`src/rtl/fc_argmax_sched_if.sv`:
```
// Handshake bundle for the argmax scheduler: score input stream, start/busy
// control, and the classified result output.
interface fc_argmax_sched_if #(
    parameter int DATA_W = 16,
    parameter int IDX_W  = 4
);
    logic                     start;
    logic                     in_valid;
    logic signed [DATA_W-1:0] in_data;
    logic                     in_ready;
    logic                     busy;
    logic                     out_valid;
    logic                     out_ready;
    logic        [IDX_W-1:0]  classified;
    logic signed [DATA_W-1:0] max_value;

    modport master (
        output start, in_valid, in_data, out_ready,
        input  in_ready, busy, out_valid, classified, max_value
    );

    modport slave (
        input  start, in_valid, in_data, out_ready,
        output in_ready, busy, out_valid, classified, max_value
    );
endinterface

```
`src/rtl/fc_argmax_sched.sv`:
```
// Sequential argmax over N_CLASSES signed scores using one comparator,
// sequenced by an IDLE/SCAN/DONE FSM with valid/ready on both sides.
module fc_argmax_sched #(
    parameter int N_CLASSES = 10,
    parameter int DATA_W    = 16,
    parameter int IDX_W     = 4
) (
    input logic                clk,
    input logic                rst,
    fc_argmax_sched_if.slave   bus
);

    typedef enum logic [1:0] {
        IDLE = 2'd0,
        SCAN = 2'd1,
        DONE = 2'd2
    } state_t;

    localparam logic [IDX_W-1:0] LAST_IDX = IDX_W'(N_CLASSES - 1);

    state_t                   state_q;
    state_t                   state_d;
    logic        [IDX_W-1:0]  count_p0;
    logic        [IDX_W-1:0]  idx_p0;
    logic signed [DATA_W-1:0] max_p0;

    logic in_ready_c;
    logic busy_c;
    logic out_valid_c;
    logic accept;
    logic last_beat;
    logic take_beat;

    function automatic logic score_gt(
        input logic signed [DATA_W-1:0] a,
        input logic signed [DATA_W-1:0] b
    );
        return a > b;
    endfunction

    assign accept    = bus.in_valid && in_ready_c;
    assign last_beat = accept && (count_p0 == LAST_IDX);
    // The first beat seeds the running max regardless of its value; later
    // beats replace it only when strictly larger, so ties keep the lower index.
    assign take_beat = accept && ((count_p0 == '0) || score_gt(bus.in_data, max_p0));

    always_ff @(posedge clk) begin
        if (rst) begin
            state_q <= IDLE;
        end else begin
            state_q <= state_d;
        end
    end

    always_comb begin
        state_d = state_q;
        case (state_q)
            IDLE:    if (bus.start)     state_d = SCAN;
            SCAN:    if (last_beat)     state_d = DONE;
            DONE:    if (bus.out_ready) state_d = IDLE;
            default:                    state_d = IDLE;
        endcase
    end

    always_comb begin
        in_ready_c  = 1'b0;
        busy_c      = 1'b0;
        out_valid_c = 1'b0;
        case (state_q)
            SCAN: begin
                in_ready_c = 1'b1;
                busy_c     = 1'b1;
            end
            DONE: begin
                busy_c      = 1'b1;
                out_valid_c = 1'b1;
            end
            default: ;
        endcase
    end

    // Stage p0: running count, best index and best score
    always_ff @(posedge clk) begin
        if (rst) begin
            count_p0 <= '0;
            idx_p0   <= '0;
            max_p0   <= '0;
        end else begin
            if (state_q == IDLE && bus.start) begin
                count_p0 <= '0;
            end else if (accept) begin
                count_p0 <= last_beat ? '0 : count_p0 + 1'b1;
            end
            if (take_beat) begin
                idx_p0 <= count_p0;
                max_p0 <= bus.in_data;
            end
        end
    end

    assign bus.in_ready   = in_ready_c;
    assign bus.busy       = busy_c;
    assign bus.out_valid  = out_valid_c;
    assign bus.classified = idx_p0;
    assign bus.max_value  = max_p0;

endmodule

```
`src/flat_wrapper.sv`:
```
// flat-port wrapper written by rule: the top's interface ports become plain ports
module fc_argmax_sched_flat 
#(
    parameter int N_CLASSES = 10,
    parameter int DATA_W    = 16,
    parameter int IDX_W     = 4
)
  (clk, rst, bus_start, bus_in_valid, bus_in_data, bus_out_ready, bus_in_ready, bus_busy, bus_out_valid, bus_classified, bus_max_value);
  fc_argmax_sched_if #(.DATA_W(DATA_W), .IDX_W(IDX_W)) bus_i ();
  input logic clk;
  input logic rst;
  input wire logic [$bits(bus_i.start)-1:0] bus_start;
  input wire logic [$bits(bus_i.in_valid)-1:0] bus_in_valid;
  input wire logic [$bits(bus_i.in_data)-1:0] bus_in_data;
  input wire logic [$bits(bus_i.out_ready)-1:0] bus_out_ready;
  output wire logic [$bits(bus_i.in_ready)-1:0] bus_in_ready;
  output wire logic [$bits(bus_i.busy)-1:0] bus_busy;
  output wire logic [$bits(bus_i.out_valid)-1:0] bus_out_valid;
  output wire logic [$bits(bus_i.classified)-1:0] bus_classified;
  output wire logic [$bits(bus_i.max_value)-1:0] bus_max_value;
  assign bus_i.start = bus_start;
  assign bus_i.in_valid = bus_in_valid;
  assign bus_i.in_data = bus_in_data;
  assign bus_i.out_ready = bus_out_ready;
  assign bus_in_ready = bus_i.in_ready;
  assign bus_busy = bus_i.busy;
  assign bus_out_valid = bus_i.out_valid;
  assign bus_classified = bus_i.classified;
  assign bus_max_value = bus_i.max_value;
  fc_argmax_sched #(.N_CLASSES(N_CLASSES), .DATA_W(DATA_W), .IDX_W(IDX_W)) u_core (.clk(clk), .rst(rst), .bus(bus_i));
endmodule
```
`config.mk`:
```
export PLATFORM = sky130hd
export DESIGN_NAME = fc_argmax_sched_flat
export DESIGN_NICKNAME = d
export VERILOG_FILES = /design/src/rtl/fc_argmax_sched_if.sv /design/src/rtl/fc_argmax_sched.sv /design/src/flat_wrapper.sv
export SDC_FILE = /design/constraint.sdc
export NUM_CORES = 1
export LEC_CHECK = 0
export BUFFER_PORTS_ARGS = -buffer_cell sky130_fd_sc_hd__buf_2
export CORE_MARGIN = 5
export CORE_UTILIZATION = 35
export CTS_BUF_LIST = sky130_fd_sc_hd__clkbuf_16
export DETAILED_ROUTE_END_ITERATION = 8
export PLACE_DENSITY_LB_ADDON = 0.05
export SYNTH_ARGS = -nofsm -noshare
export SYNTH_HDL_FRONTEND = slang
export SYNTH_SLANG_ARGS = --single-unit
```
`constraint.sdc`:
```
create_clock -name clk -period 2.84 [get_ports clk]
set_input_delay 0.142 -clock clk [delete_from_list [all_inputs] [get_ports clk]]
set_output_delay 0.142 -clock clk [all_outputs]
set_load 0.02 [all_outputs]
```
# After elaboration in Yosys (flattened, before gate mapping)
# Cells that the tools add are included.
totals:
  ff_bits: 26
  wordCells: 30
classes:
  n_lt_le_gt_ge: 1
  reduce_logical: 10
  n_addsub: 1
  mux: 8
  n_eq_ne: 6
ops:
  columns: ["operator", "n"]
  rows:
  - ["$gt 16x16->1", 1]
  - ["$mux 2", 3]
  - ["$pmux 2 s3", 1]
  - ["$add 4x1->4 const B", 1]
  - ["$eq 4x4->1 const B", 1]
  - ["$logic_and 1x1->1", 4]
  - ["$logic_not 4->1", 1]
  - ["$mux 4", 1]
  - ["$ne 2x2->1 const B", 2]
  - ["$reduce_or 2->1", 2]
  - ["$mux 1", 3]
  - ["$reduce_and 3->1", 1]
  - ["$eq 2x1->1 const B", 1]
  - ["$eq 2x2->1 const B", 1]
  - ["$logic_not 2->1", 1]
  - ["$ne 2x1->1 const B", 1]
  - ["$logic_or 1x1->1", 1]

# Depth between registers and ports, before layout
logic_depth:
  depth_word: 6
  depth_mapped: 10
  depth_no_buf: 8

# Least setup slack after synthesis
# OpenSTA, ideal clock, no wires.
synth_path:
  path_type: "flip-flop to flip-flop"
  from: "register u_core.max_p0[15] (netlist: u_core.bus.max_value[15])"
  to: "register u_core.max_p0[0] (netlist: u_core.bus.max_value[0])"
  arrival_time_ns: 2.197
  setup_slack_ns: 0.525
  synth_period_minus_slack_ns: 2.315
  t_required_ns: 2.722
  stages_incl_launch_ff: 11
  path_cell_list: "dfxtp_1 > inv_1 > ha_1 > nand4_2 > nor4_2 > a21bo_2 > a31oi_4 > a21oi_2 > buf_6 > buf_12 > mux2i_1"
synth_via:
  elab_chain_cells: 3
synth_rtl:
  columns: ["item", "line", "text"]
  rows:
  - ["start, declared", "fc_argmax_sched.sv:25", "logic signed [DATA_W-1:0] max_p0;"]
  - ["start signal, assigned", "fc_argmax_sched.sv:96", "max_p0 <= bus.in_data;"]
  - ["$gt 16x16->1", "fc_argmax_sched.sv:38", "return a > b;"]
  - ["$logic_or 1x1->1", "fc_argmax_sched.sv:45", "assign take_beat = accept && ((count_p0 == '0) || score_gt(bus.in_data, max_p0));"]
  - ["$logic_and 1x1->1", "fc_argmax_sched.sv:45", null]
# No other way between the ends.
# A chain may end at the register's enable or synchronous reset.

# Final worst setup path
layout_path:
  from: "register u_core.max_p0[15] (netlist: u_core.bus.max_value[15])"
  to: "register u_core.idx_p0[1] (netlist: u_core.bus.classified[1])"
layout_via:
  elab_chain_cells: 3
layout_rtl:
  columns: ["item", "line", "text"]
  rows:
  - ["$gt 16x16->1", "fc_argmax_sched.sv:38", null]
  - ["$logic_or 1x1->1", "fc_argmax_sched.sv:45", null]
  - ["$logic_and 1x1->1", "fc_argmax_sched.sv:45", null]
  - ["end signal, assigned", "fc_argmax_sched.sv:95", "idx_p0 <= count_p0;"]
  - ["end, declared", "fc_argmax_sched.sv:24", "logic [IDX_W-1:0] idx_p0;"]
# No other way between the ends.

==> impl_metrics.csv <==
group,metric,value,unit
finish,layout-drive-gt1-share,23.6,%
critical_path,cp.arrival,2.66,ns
finish,regArea,520,um^2
timing,relSlewSlack,53.2,%
synth,synthesis.area,1760,um^2
finish,final_cells,300,
cts,numCtsBuffers,3,
floorplanning,design.core.area,4790,um^2
grt,grt_overflow,0,
cts,clkTransAtPathRegs,0.07,ns
finish,multi_input_area,1100,um^2
placed_design,placed_area,2010,um^2
drt,dr.first_iter.drc_count,17,
cts,cts_setup_buffers,0,
drt,wirelength,3570,um
floorplanning,initial_core_util,36.7,%
cts,htree_levels,1,
synth,yosys-top-cells-area,"dfxtp_1 30%, ha_1 16%, mux2i_1 12%",
floorplanning,die_height,80.8,um
synth,synth_edf_count,0,
timing,period_share,88.5,%
timing,setup_viol,0,
power,p_leak,0.00101,uW
timing,max_freq,398,MHz
drt,vias,1333,
placed_design,portBuffers,43,
synth,synthDistinctLibCells,35,
finish,fillers,493,
timing,grt_setup_unrepaired,"false",
timing,worstMarginPinSlew,0.692,ns
grt,grt_pass1_wl,6140,um
grt,grt_max_degree,43,
timing,hold_viol,0,
finish,insertedDiodeCount,0,
synth,ys_async_sr_fraction,0,%
cts,cts.sinks,26,
floorplanning,dieArea,6530,um^2
placed_design,post-place-ws,0.172,ns
placed_design,placed_cells,296,
finish,area_growth,19.5,%
drt,drt-vias-per-instance,4.44,
cts,cts_tree,"yes",
critical_path,crit_required,2.98,ns
min_path,min_path_type,"in2reg",
grt,grt_pass1_vias,1346,
finish,final_area,2100,um^2
synth,synth_fp_nets,235,
synth,syn_avg_cell_area,9.19,um^2
power,ir_drop,0.360,mV
critical_path,end_kind,"register",
run,max-cap-violations,0,
cts,cts-root-buf,"clkbuf_16",
floorplanning,io_pins,44,
timing,setup_ws,0.326,ns
timing,layout_min_cycle_time,2.51,ns
cts,clk_path_buf_depth,2,
drt,postRouteAntennaNets,0,
drt,drt-pass1-iter-count,4,
placed_design,hpwl,2710,um
placed_design,place.gp.congestion,0.708,
synth,synth_seq_cells,26,
critical_path,startpoint_type,"register",
synth,yosysTopAreaCellShare,29.7,%
grt,grtUsageTotal,11.8,%
synth,syn_inst,191,
drt,drc,0,
floorplanning,fp.dieW,80.8,um
drt,routedWlPerCell,11.9,um
synth,ys_warn_count,0,
critical_path,critPathKind,"reg2reg",
synth,yosysTopAreaCell,"dfxtp_1",
finish,finish.net_count,278,
timing,drv_slew,0,
power,p_per_area,703,nW/um^2
cts,clk_latency,0.26,ns
synth,yosysSeqAreaShare,29.7,%
run_status,status,"finished, final reports clean",
critical_path,crit_path_max_fanout,13,
synth,ys.flop_type,"dfxtp_1",
floorplanning,fp-row-count,25,
grt,antenna_found_initial,0,
timing,setup_tns,0,ns
timing,fin_skew,0.00329,ns
finish,fin_util,43.8,%
[metrics by stage]
step / power [uW] / hold WS (ns)
after floorplan: 1030 / 0.294
after global placement: 1170 / 0.421
after detailed placement: 1170 / 0.427
after CTS: 1500 / 0.144
after global routing: 1600 / 0.150
final: 1470 / 0.149
[area by class of cell]
type	instances	area share, %
multi-input cells	136	52.7
flip-flops and latches	26	24.8
repair buffers	44	10.6
inverters	23	4.12
well taps	67	4.00
clock buffers	3	3.58
clock inverters	1	0.179
[flip-flops by register name, indices dropped and copies added, names as in the netlist]
name	count
u_core.bus.classified	4
u_core.bus.max_value	16
u_core.count_p0	4
u_core.state_q	2
[what timing repair did]
action | 4_1_cts | 5_1_grt
hold buffers | 0 | 0
resized for setup | 0 | 1
setup endpoints to repair | 0 | 13
[report_power, final]
group | internal [uW] | total, uW | switching [uW]
logic | 286 | 676 | 390
registers | 432 | 480 | 48.0
clock network | 189 | 319 | 130
total | 907 | 1470 | 568
[cell families (layout without fill, tap and decap cells)]
kind of cell | Yosys count | count (layout) | synth area share (%)
compound gates | 19 | 19 | 8.13
xor+xnor | 2 | 2 | 0.998
fa+ha+maj | 23 | 23 | 16.4
buf+inv | 29 | 71 | 7.84
flops | 26 | 26 | 29.7
mux | 21 | 21 | 12.0
simple gates | 71 | 71 | 25.0
[worst max-delay path: stages, from the launching register on]
cell and delay, ns:
dfxtp_1 0.36, inv_1 0.05, ha_1 0.33, nand4_2 0.17
nor4_2 0.40, a21bo_2 0.29, a31oi_4 0.23, a21oi_4 0.14
buf_4 0.27, mux2i_1 0.14
[cell usage after synthesis (all sizes together), types with 3 or more instances]
master,instances
a21oi,9
clkbuf,3
dfxtp,26
ha,23
inv,23
mux2i,21
nand2,8
nand2b,29
nand3,5
nand4,3
nor2,7
or2b,10
[cell usage in the layout (no fill, tap or decap), types with 2 or more instances in the layout]
master     count
a21oi_1        8
buf_2         43
clkbuf_16      3
dfxtp_1       26
ha_1          23
inv_1         23
mux2i_1       21
nand2_1        7
nand2b_1      29
nand3_1        5
nand4_2        2
nor2_1         7
nor2b_1        2
nor3_1         2
o21ai_0        2
or2b_1        10
xor2_1         2
[final timing paths]
kind                                                             from  cells past startpoint                                     to  slack (ns)
worst max-delay path            u_core.bus.max_value[15]$_SDFFE_PP0P_                      9  u_core.bus.classified[1]$_SDFFE_PP0P_        0.33
worst min-delay path                                   bus_in_data[1]                      3   u_core.bus.max_value[1]$_SDFFE_PP0P_        0.15
worst max register to register  u_core.bus.max_value[15]$_SDFFE_PP0P_                      9  u_core.bus.classified[1]$_SDFFE_PP0P_        0.33
worst min register to register  u_core.bus.classified[0]$_SDFFE_PP0P_                      2  u_core.bus.classified[0]$_SDFFE_PP0P_        0.48
[per-layer routing]
metal / up-vias / global-route usage [%] / part of all wire [%] / wire length [um]
met4: 0 / 2.53 / 0.73 / 26
met2: 27 / 20.3 / 44 / 1590
li1: 718 / - / - / -
met1: 586 / 14.6 / 49 / 1740
met5: - / 0 / 0 / 0
met3: 2 / 3.44 / 6.1 / 218
(Power assumes the default switching activity.)
